==> src/rtl/ysyx_23060201_fetch_queue.sv <==
// rtl/ysyx_23060201_fetch_queue.sv - IFU-to-IDU instruction fetch queue
// Circular buffer of {pc, inst} pairs; a redirect (flush) discards every entry.
module ysyx_23060201_fetch_queue #(
  parameter int ADDR_WIDTH = 32,
  parameter int DATA_WIDTH = 32,
  parameter int DEPTH      = 4,
  parameter int PTR_WIDTH  = $clog2(DEPTH)
) (
  input  logic                  clk,
  input  logic                  rst_n,
  input  logic                  flush,
  input  logic                  in_valid,
  output logic                  in_ready,
  input  logic [ADDR_WIDTH-1:0] in_pc,
  input  logic [DATA_WIDTH-1:0] in_inst,
  output logic                  out_valid,
  input  logic                  out_ready,
  output logic [ADDR_WIDTH-1:0] out_pc,
  output logic [DATA_WIDTH-1:0] out_inst,
  output logic [PTR_WIDTH:0]    count
);
  localparam logic [PTR_WIDTH:0] FULL_COUNT = (PTR_WIDTH+1)'(DEPTH);
  localparam logic [PTR_WIDTH:0] ONE        = (PTR_WIDTH+1)'(1);

  logic [ADDR_WIDTH-1:0] pc_mem   [DEPTH];
  logic [DATA_WIDTH-1:0] inst_mem [DEPTH];
  logic [PTR_WIDTH:0]    wr_ptr;
  logic [PTR_WIDTH:0]    rd_ptr;
  logic                  push;
  logic                  pop;
  logic                  ptr_empty;
  logic                  ptr_full;

  // Flow control looks only at registered count, so out_ready never reaches in_ready.
  assign in_ready  = (count != FULL_COUNT);
  assign out_valid = (count != '0);
  assign push      = in_valid & in_ready & ~flush;
  assign pop       = out_valid & out_ready & ~flush;

  assign ptr_empty = (wr_ptr == rd_ptr);
  assign ptr_full  = (wr_ptr[PTR_WIDTH-1:0] == rd_ptr[PTR_WIDTH-1:0]) &&
                     (wr_ptr[PTR_WIDTH] != rd_ptr[PTR_WIDTH]);

  assign out_pc   = out_valid ? pc_mem[rd_ptr[PTR_WIDTH-1:0]]   : '0;
  assign out_inst = out_valid ? inst_mem[rd_ptr[PTR_WIDTH-1:0]] : '0;

  always_ff @(posedge clk or negedge rst_n) begin
    if (!rst_n) begin
      wr_ptr <= '0;
      rd_ptr <= '0;
      count  <= '0;
    end else if (flush) begin
      wr_ptr <= '0;
      rd_ptr <= '0;
      count  <= '0;
    end else begin
      if (push) wr_ptr <= wr_ptr + ONE;
      if (pop)  rd_ptr <= rd_ptr + ONE;
      if (push && !pop)      count <= count + ONE;
      else if (pop && !push) count <= count - ONE;
    end
  end

  always_ff @(posedge clk) begin
    if (push) begin
      pc_mem[wr_ptr[PTR_WIDTH-1:0]]   <= in_pc;
      inst_mem[wr_ptr[PTR_WIDTH-1:0]] <= in_inst;
    end
  end

`ifndef SYNTHESIS
  a_count_max: assert property (@(posedge clk) disable iff (!rst_n)
    count <= FULL_COUNT);
  a_no_push_full: assert property (@(posedge clk) disable iff (!rst_n)
    !(push && count == FULL_COUNT));
  a_empty_agree: assert property (@(posedge clk) disable iff (!rst_n)
    ptr_empty == (count == '0));
  a_full_agree: assert property (@(posedge clk) disable iff (!rst_n)
    ptr_full == (count == FULL_COUNT));
  a_head_stable: assert property (@(posedge clk) disable iff (!rst_n)
    (out_valid && !out_ready && !flush) |=> ($stable(out_pc) && $stable(out_inst)));
`endif
endmodule
==> config.mk <==
export PLATFORM = sky130hd
export DESIGN_NAME = ysyx_23060201_fetch_queue
export DESIGN_NICKNAME = d
export VERILOG_FILES = /design/src/rtl/ysyx_23060201_fetch_queue.sv
export SDC_FILE = /design/constraint.sdc
export NUM_CORES = 1
export LEC_CHECK = 0
export ABC_AREA = 1
export BUFFER_PORTS_ARGS = -buffer_cell sky130_fd_sc_hd__clkbuf_2
export CELL_PAD_IN_SITES_DETAIL_PLACEMENT = 1
export CELL_PAD_IN_SITES_GLOBAL_PLACEMENT = 1
export CORE_ASPECT_RATIO = 1.1
export CORE_MARGIN = 3
export CORE_UTILIZATION = 46
export CTS_CLUSTER_DIAMETER = 80
export DETAILED_ROUTE_END_ITERATION = 10
export GPL_TIMING_DRIVEN = 0
export PLACE_DENSITY_LB_ADDON = 0.1
export SLEW_MARGIN = 20
export SYNTH_ARGS = -nofsm -noshare
export SYNTH_HDL_FRONTEND = slang
export SYNTH_SLANG_ARGS = --single-unit
==> constraint.sdc <==
create_clock -name clk -period 5.1 [get_ports clk]
set_clock_uncertainty 0.05 [all_clocks]
set_input_delay 0.255 -clock clk [delete_from_list [all_inputs] [get_ports clk]]
set_output_delay 0.255 -clock clk [all_outputs]
set_load 0.02 [all_outputs]
==> results of run 1 <==
stage by stage:
| step | hold WS, ns | std cells |
|---|---|---|
| after global placement | 0.0640 | 1247 |
| after CTS | 0.0254 | 1372 |
| after floorplan | -0.0906 | 820 |
| after global routing | 0.0716 | 1374 |
| after detailed placement | 0.0707 | 1259 |
| final | 0.0492 | 1374 |
timing repair:
action | in CTS | in global routing
buffers inserted | 0 | 0
endpoints found under the setup margin | 0 | 0
endpoints found under the hold margin | 264 | 0
hold buffers | 66 | 0
placed cells by master, fill, tap and decap left out, types with 10 or more instances in the layout:
cell type / instances
a21oi_1: 69
buf_2: 10
buf_4: 14
clkbuf_1: 25
clkbuf_16: 27
clkbuf_2: 137
dlygate4sd3_1: 66
edfxtp_1: 256
inv_1: 16
nand2_1: 16
nor2_1: 257
o21ai_0: 128
cells in the mapped netlist:
library cell / count / area (um2)
ha_1: 4 / 50.1
nand3b_1: 1 / 7.51
edfxtp_1: 256 / 7690
nand3_2: 1 / 10.0
a21oi_1: 69 / 345
dfrtp_1: 7 / 175
nand2_4: 1 / 11.3
xor2_1: 1 / 8.76
o21ai_0: 128 / 641
nand2_1: 16 / 60.1
nand2_2: 1 / 6.26
inv_2: 2 / 7.51
nor2_4: 1 / 11.3
o21ai_1: 3 / 15.0
buf_4: 14 / 105
buf_2: 10 / 50.1
clkbuf_1: 17 / 63.8
nand3_1: 3 / 15.0
buf_1: 6 / 22.5
nor2_1: 261 / 980
buf_6: 1 / 11.3
fa_1: 1 / 20.0
inv_1: 16 / 60.1
area by class of cell:
class | instances | share of cell area, %
Antenna cell | 2 | 0.0378
Buffer | 48 | 1.91
Clock buffer | 35 | 5.34
Clock inverter | 12 | 0.833
Inverter | 18 | 0.511
Multi-Input combinational cell | 491 | 16.7
Sequential cell | 263 | 59.5
Tap cell | 290 | 2.74
Timing Repair Buffer | 215 | 12.5
layer usage:
layer | share of wire, % | global-route usage [%]
met3 | 5.4 | 2.97
met2 | 52 | 40.8
met4 | 1.8 | 5.41
met1 | 41 | 28.8
met5 | 0 | 0
logic make-up (layout without fill, tap and decap cells):
| kind of cell | Yosys count | in the layout | share of synthesized area (%) |
|---|---|---|---|
| other | 0 | 2 | 0 |
| AND/OR/NAND/NOR | 285 | 285 | 10.6 |
| buffers and inverters | 66 | 328 | 3.09 |
| AO/OA/AOI/OAI | 200 | 200 | 9.66 |
| flip-flops | 263 | 263 | 75.9 |
| XOR/XNOR | 1 | 1 | 0.0845 |
| adder cells (fa/ha/maj) | 5 | 5 | 0.676 |
power by group through the flow:
stage	clock (mW)	sequential (mW)	combinational, mW
after global routing	1.97	2.58	2.65
after CTS	1.88	2.57	2.45
after detailed placement	0	2.62	2.39
after floorplan	0	2.63	1.42
final	1.84	2.57	2.43
after global placement	0	2.63	2.29
worst paths after layout:
| check | endpoint | cells past startpoint | slack, ns | start |
|---|---|---|---|---|
| worst max-delay path | out_pc[0] | 6 | 2.31 | rd_ptr[0] |
| worst min-delay path | count[2] | 4 | 0.05 | flush |
| worst max register to register | inst_mem[0][25] | 8 | 2.52 | count[1] |
| worst min register to register | count[2] | 2 | 0.58 | count[2] |
| max in group asynchronous | rd_ptr[1] | 2 | 4.74 | rst_n |
| min in group asynchronous | wr_ptr[1] | 2 | 0.07 | rst_n |
worst max-delay path, cell delays in order, from the launching register on:
cell	delay (ns)
dfrtp_1	0.47
inv_2	0.11
buf_4	0.21
clkbuf_1	0.46
o21ai_0	0.20
a21oi_1	0.28
clkbuf_2	0.23
sequential cells by signal, summed over array words and instances (netlist names):
signal and count:
count 3, pc_mem 128, wr_ptr 2, inst_mem 128, rd_ptr 2
==> impl_metrics.py, run 1 <==
metrics = {
    "die": {
        "die_h_um": 163,
        "die_w_um": 149,
        "fp.coreArea_mm2": 0.0217,
        "ios": 138,
        "rows": 56,
        "start_util_pct": 47.7,
        "fp.dieArea_mm2": 0.0244,
    },
    "pwr": {
        "power_density_mw_per_mm2": 517,
        "p_switching_mw": 2.55,
        "sequentialPowerShare_pct": 37.6,
        "power.total_mw": 6.84,
        "ir_worst_vdd_v": 0.000324,
        "intPower_mw": 4.29,
        "combPwrFrac_pct": 35.5,
        "p_leak_nw": 4.89,
        "switching_share_pct": 37.2,
        "clockPowerShare_pct": 26.9,
    },
    "logic_synthesis": {
        "syn-cell-area_mm2": 0.0104,
        "synthesis.nets": 894,
        "netlist_instances": 820,
        "ys_ff_latch": 263,
        "syn_avg_cell_area_um2": 12.6,
        "yosysWarnings": 0,
        "ys_types": 23,
        "seq_area_frac_synth_pct": 75.9,
    },
    "finish": {
        "drive_gt1_share_pct": 20.3,
        "post-route-util_pct": 60.9,
        "final_area_mm2": 0.0132,
        "syn2layout_area_growth_pct": 27.6,
        "fillerInstances": 2219,
        "seq_area_mm2": 0.00786,
        "final_nets": 1137,
        "multi_input_area_mm2": 0.00221,
    },
    "clock_network": {
        "insertion_delay_ns": 0.52,
        "cts_sinks": 263,
        "htree_levels": 1,
        "cts_tree": "yes",
        "cts-root-buf": "clkbuf_16",
        "cts_resized": 0,
        "cts_buffers": 26,
        "clk_path_buf_depth": 3,
        "path_clk_slew_ns": 0.06,
    },
    "grt": {
        "grt_remaining_overflow": 0,
        "grt_pass1_wl_mm": 42.3,
        "grt_pass1_vias": 7791,
        "grt_max_degree": 23,
        "grt_use_total_pct": 22.5,
        "antenna_found_initial": 2,
    },
    "sta": {
        "final-setup-viol-count": 0,
        "final_hold_viol_count": 0,
        "layout_setup_ws_ns": 2.31,
        "drv_slew": 0,
        "fin_crit_sh_pct": 54.6,
        "worst_pin_slew_ns": 0.728,
        "fin_tns_setup_ns": 0,
        "grt_setup_unrepaired": "false",
        "max-slew-margin-rel_pct": 51.3,
        "clock.fmax_mhz": 359,
        "period_minus_slack_ns": 2.79,
    },
    "worst_setup_path": {
        "arrival_ns": 2.48,
        "end_kind": "primary output",
        "startpoint_type": "flip-flop",
        "critical_path_class": "flip-flop to primary output",
        "cp_max_fo": 10,
        "worstPathRequired_ns": 4.80,
    },
    "placed_design": {
        "place_ws_ns": 2.48,
        "post_dp_cell_area_mm2": 0.0117,
        "hpwl_mm": 17.0,
        "gp_congestion": 0.773,
        "io_buffer_count": 137,
    },
    "drt": {
        "drtPass1Iterations": 4,
        "routed_wl_mm": 27.3,
        "wl_per_cell_um": 19.9,
        "num_vias": 7233,
        "vias_per_cell": 5.26,
        "drt_iter0_markers": 326,
        "ant_nets": 0,
        "drc": 0,
    },
    "min_path": {
        "hp-class": "input pin to flip-flop",
    },
    "run_status": {
        "status": "finished clean",
    },
    "run": {
        "cap_violations": 0,
    },
}
Note: power is estimated with default switching activity, not from simulation.
==> run 2, diff against run 1 <==
ABC_AREA = 0   (was 1)
CORE_UTILIZATION = 50   (was 46)
clock period = 2.77 ns   (was 5.1 ns; I/O delays follow)
==> run 2 against run 1 <==
Compared with the run above:
- routed wire length fell by 21%
- largest cell class unchanged
- combinational power rose by 12%
- clock power is 83% higher
- clock-buffer cell count fell by 3
- worst setup slack worse by 2.1 ns
- register-to-register slack worse by 2.3 ns
- synthesized cell count decreased by 43%
- non-clock buffer count down 29
- sequential share of layout area increased by 1.9 points
- worst hold slack gained 0.29 ns
- cell count down 29%
==> impl_metrics.py, run 2 <==
metrics = {
    "logic_synthesis": {
        "ys_async_sr_fraction_pct": 2.66,
        "synthTopCellsByCount": "edfxtp_1 (256), and2_1 (68), mux4_2 (64)",
        "seq_area_frac_synth_pct": 77.1,
        "synth_edf_count": 256,
        "synth_top_area_share_pct": 75.4,
        "syn_avg_cell_area_um2": 21.8,
        "ys_ff_latch": 263,
        "yosysWarnings": 0,
        "netlist_instances": 468,
        "syn-cell-area_mm2": 0.0102,
        "synth_most_common_cell": "edfxtp_1",
        "yosysTopAreaCell": "edfxtp_1",
        "yosys-top-cells-area": "edfxtp_1 (75%), mux4_2 (14%), and2_1 (4.2%), dfrtp_1 (1.7%), buf_6 (0.55%)",
        "synth_ff_type": "edfxtp_1",
        "synthesis.nets": 542,
        "ys_types": 32,
    },
    "worst_setup_path": {
        "arrival_ns": 2.36,
        "cp_max_fo": 10,
        "worstPathRequired_ns": 2.58,
        "startpoint_type": "flip-flop",
        "end_kind": "primary output",
        "critical_path_class": "flip-flop to primary output",
    },
    "drt": {
        "routed_wl_mm": 21.6,
        "drc": 0,
        "num_vias": 5307,
        "drtPass1Iterations": 4,
        "drt_iter0_markers": 380,
        "vias_per_cell": 5.43,
        "wl_per_cell_um": 22.1,
        "ant_nets": 0,
    },
    "die": {
        "die_h_um": 156,
        "fp.coreArea_mm2": 0.0199,
        "start_util_pct": 51.2,
        "ios": 138,
        "fp.dieArea_mm2": 0.0222,
        "die_w_um": 142,
        "rows": 54,
    },
    "sta": {
        "grt_setup_unrepaired": "false",
        "fin_crit_sh_pct": 91.9,
        "final-setup-viol-count": 0,
        "drv_slew": 0,
        "clock.fmax_mhz": 393,
        "worst_pin_slew_ns": 0.644,
        "final_hold_viol_count": 0,
        "layout_setup_ws_ns": 0.225,
        "period_minus_slack_ns": 2.55,
        "max-slew-margin-rel_pct": 57.1,
    },
    "finish": {
        "post-route-util_pct": 64.3,
        "final_cell_mix": "edfxtp_1 (256), clkbuf_2 (139), dlygate4sd3_1 (69), mux4_2 (64), and2_1 (64)",
        "fillerInstances": 1673,
        "final_nets": 780,
        "final_common_cell": "edfxtp_1",
        "drive_gt1_share_pct": 36.5,
        "syn2layout_area_growth_pct": 25.7,
    },
    "grt": {
        "grt_pass1_vias": 6066,
        "grt_pass1_wl_mm": 34.0,
        "grt_use_total_pct": 19.9,
        "antenna_found_initial": 1,
        "grt_remaining_overflow": 0,
        "grt_max_degree": 38,
    },
    "clock_network": {
        "cts_sinks": 263,
        "cts-root-buf": "clkbuf_16",
        "clk_path_buf_depth": 3,
        "insertion_delay_ns": 0.51,
        "path_clk_slew_ns": 0.06,
        "htree_levels": 1,
        "cts_buffers": 27,
        "cts_tree": "yes",
    },
    "run_status": {
        "status": "finished clean",
    },
    "placed_design": {
        "place_ws_ns": 0.253,
        "hpwl_mm": 13.4,
        "gp_congestion": 0.716,
        "io_buffer_count": 136,
    },
    "pwr": {
        "switching_share_pct": 28.3,
        "ir_worst_vdd_v": 0.000539,
        "power.total_mw": 10.7,
        "clockPowerShare_pct": 31.3,
        "p_leak_nw": 4.49,
        "combPwrFrac_pct": 25.4,
        "sequentialPowerShare_pct": 43.2,
        "power_density_mw_per_mm2": 838,
        "p_switching_mw": 3.04,
        "intPower_mw": 7.70,
    },
    "run": {
        "cap_violations": 0,
    },
    "min_path": {
        "hp-class": "input pin to flip-flop",
    },
}
run 2: cell count changes in the layout (fill, tap and decap cells not counted), sizes merged, moves of 11 or more:
cell and delta:
mux4 +64, a21oi -66, o21ai -128, clkbuf -11
nor2 -258, nand2 -12, buf -24, inv -14
and2 +68
run 2: worst max-delay path: stages (launching register included):
cell	delay [ns]
dfrtp_1	0.37
buf_2	0.17
or3_1	0.46
buf_2	0.26
clkbuf_2	0.22
and2_1	0.21
clkbuf_2	0.16
run 2: final cells by class:
| class | count | area (um2) | share of cell area [%] |
|---|---|---|---|
| diodes | 1 | 2.50 | 0.0195 |
| repair buffers | 209 | 1470 | 11.5 |
| plain buffers | 25 | 153 | 1.19 |
| clock buffers | 32 | 694 | 5.42 |
| well taps | 252 | 315 | 2.46 |
| flip-flops and latches | 263 | 7860 | 61.3 |
| multi-input cells | 175 | 2180 | 17.0 |
| clock inverters | 15 | 121 | 0.947 |
| inverters | 5 | 18.8 | 0.146 |
run 2: power by group through the flow:
| stage | Combinational, mW | Sequential (mW) | Clock (mW) |
|---|---|---|---|
| CTS | 2.79 | 4.64 | 3.44 |
| finish | 2.73 | 4.64 | 3.37 |
| floorplan | 1.79 | 4.72 | 0 |
| global route | 2.97 | 4.66 | 3.64 |
| global placement | 2.62 | 4.72 | 0 |
| detailed placement | 2.70 | 4.73 | 0 |
run 2: repair_timing:
action | 4_1_cts | 5_1_grt
hold endpoints to repair | 269 | 0
endpoints found under the setup margin | 0 | 30
resized for setup | 0 | 6
buffers inserted | 0 | 0
hold buffers | 69 | 0
run 2: kinds of logic (layout without fill, tap and decap cells):
group	after synthesis	in the layout	share of synthesized area (%)
adder cells (fa/ha/maj)	5	5	0.687
AO/OA/AOI/OAI	14	14	0.920
buffers and inverters	30	286	1.64
XOR/XNOR	4	4	0.344
flip-flops	263	263	77.1
AND/OR/NAND/NOR	87	87	5.09
other	0	1	0
multiplexers	65	65	14.2
run 2: final timing paths:
kind                       slack (ns)         from  cells after the start         endpoint
max                              0.22     count[2]                      6       out_pc[28]
min                              0.34  in_inst[18]                      2  inst_mem[1][18]
max reg2reg                      0.24     count[2]                      8         count[1]
min reg2reg                      0.57    wr_ptr[1]                      2        wr_ptr[1]
max in group asynchronous        1.82        rst_n                      3         count[1]
min in group asynchronous        0.59        rst_n                      3        rd_ptr[1]
run 2: through the flow:
step | setup TNS [ns] | std cells | cell area (um2) | hold slack (ns)
floorplan | 0 | 468 | 10200 | -0.207
global placement | -71.21 | 856 | 11200 | -0.0563
detailed placement | 0 | 860 | 11300 | -0.0532
CTS | 0 | 976 | 12800 | 0.308
global route | 0 | 977 | 12800 | 0.335
finish | 0 | 977 | 12800 | 0.336
run 2: metal layers:
metal  vias to the layer above  global-route usage [%]  part of all wire (%)
met5                         -                       0                     0
met4                         0                    4.02                   1.7
met3                        30                    4.11                   5.2
met2                       133                    36.7                    53
met1                      2764                    24.3                    40
li1                       2380                       -                     -
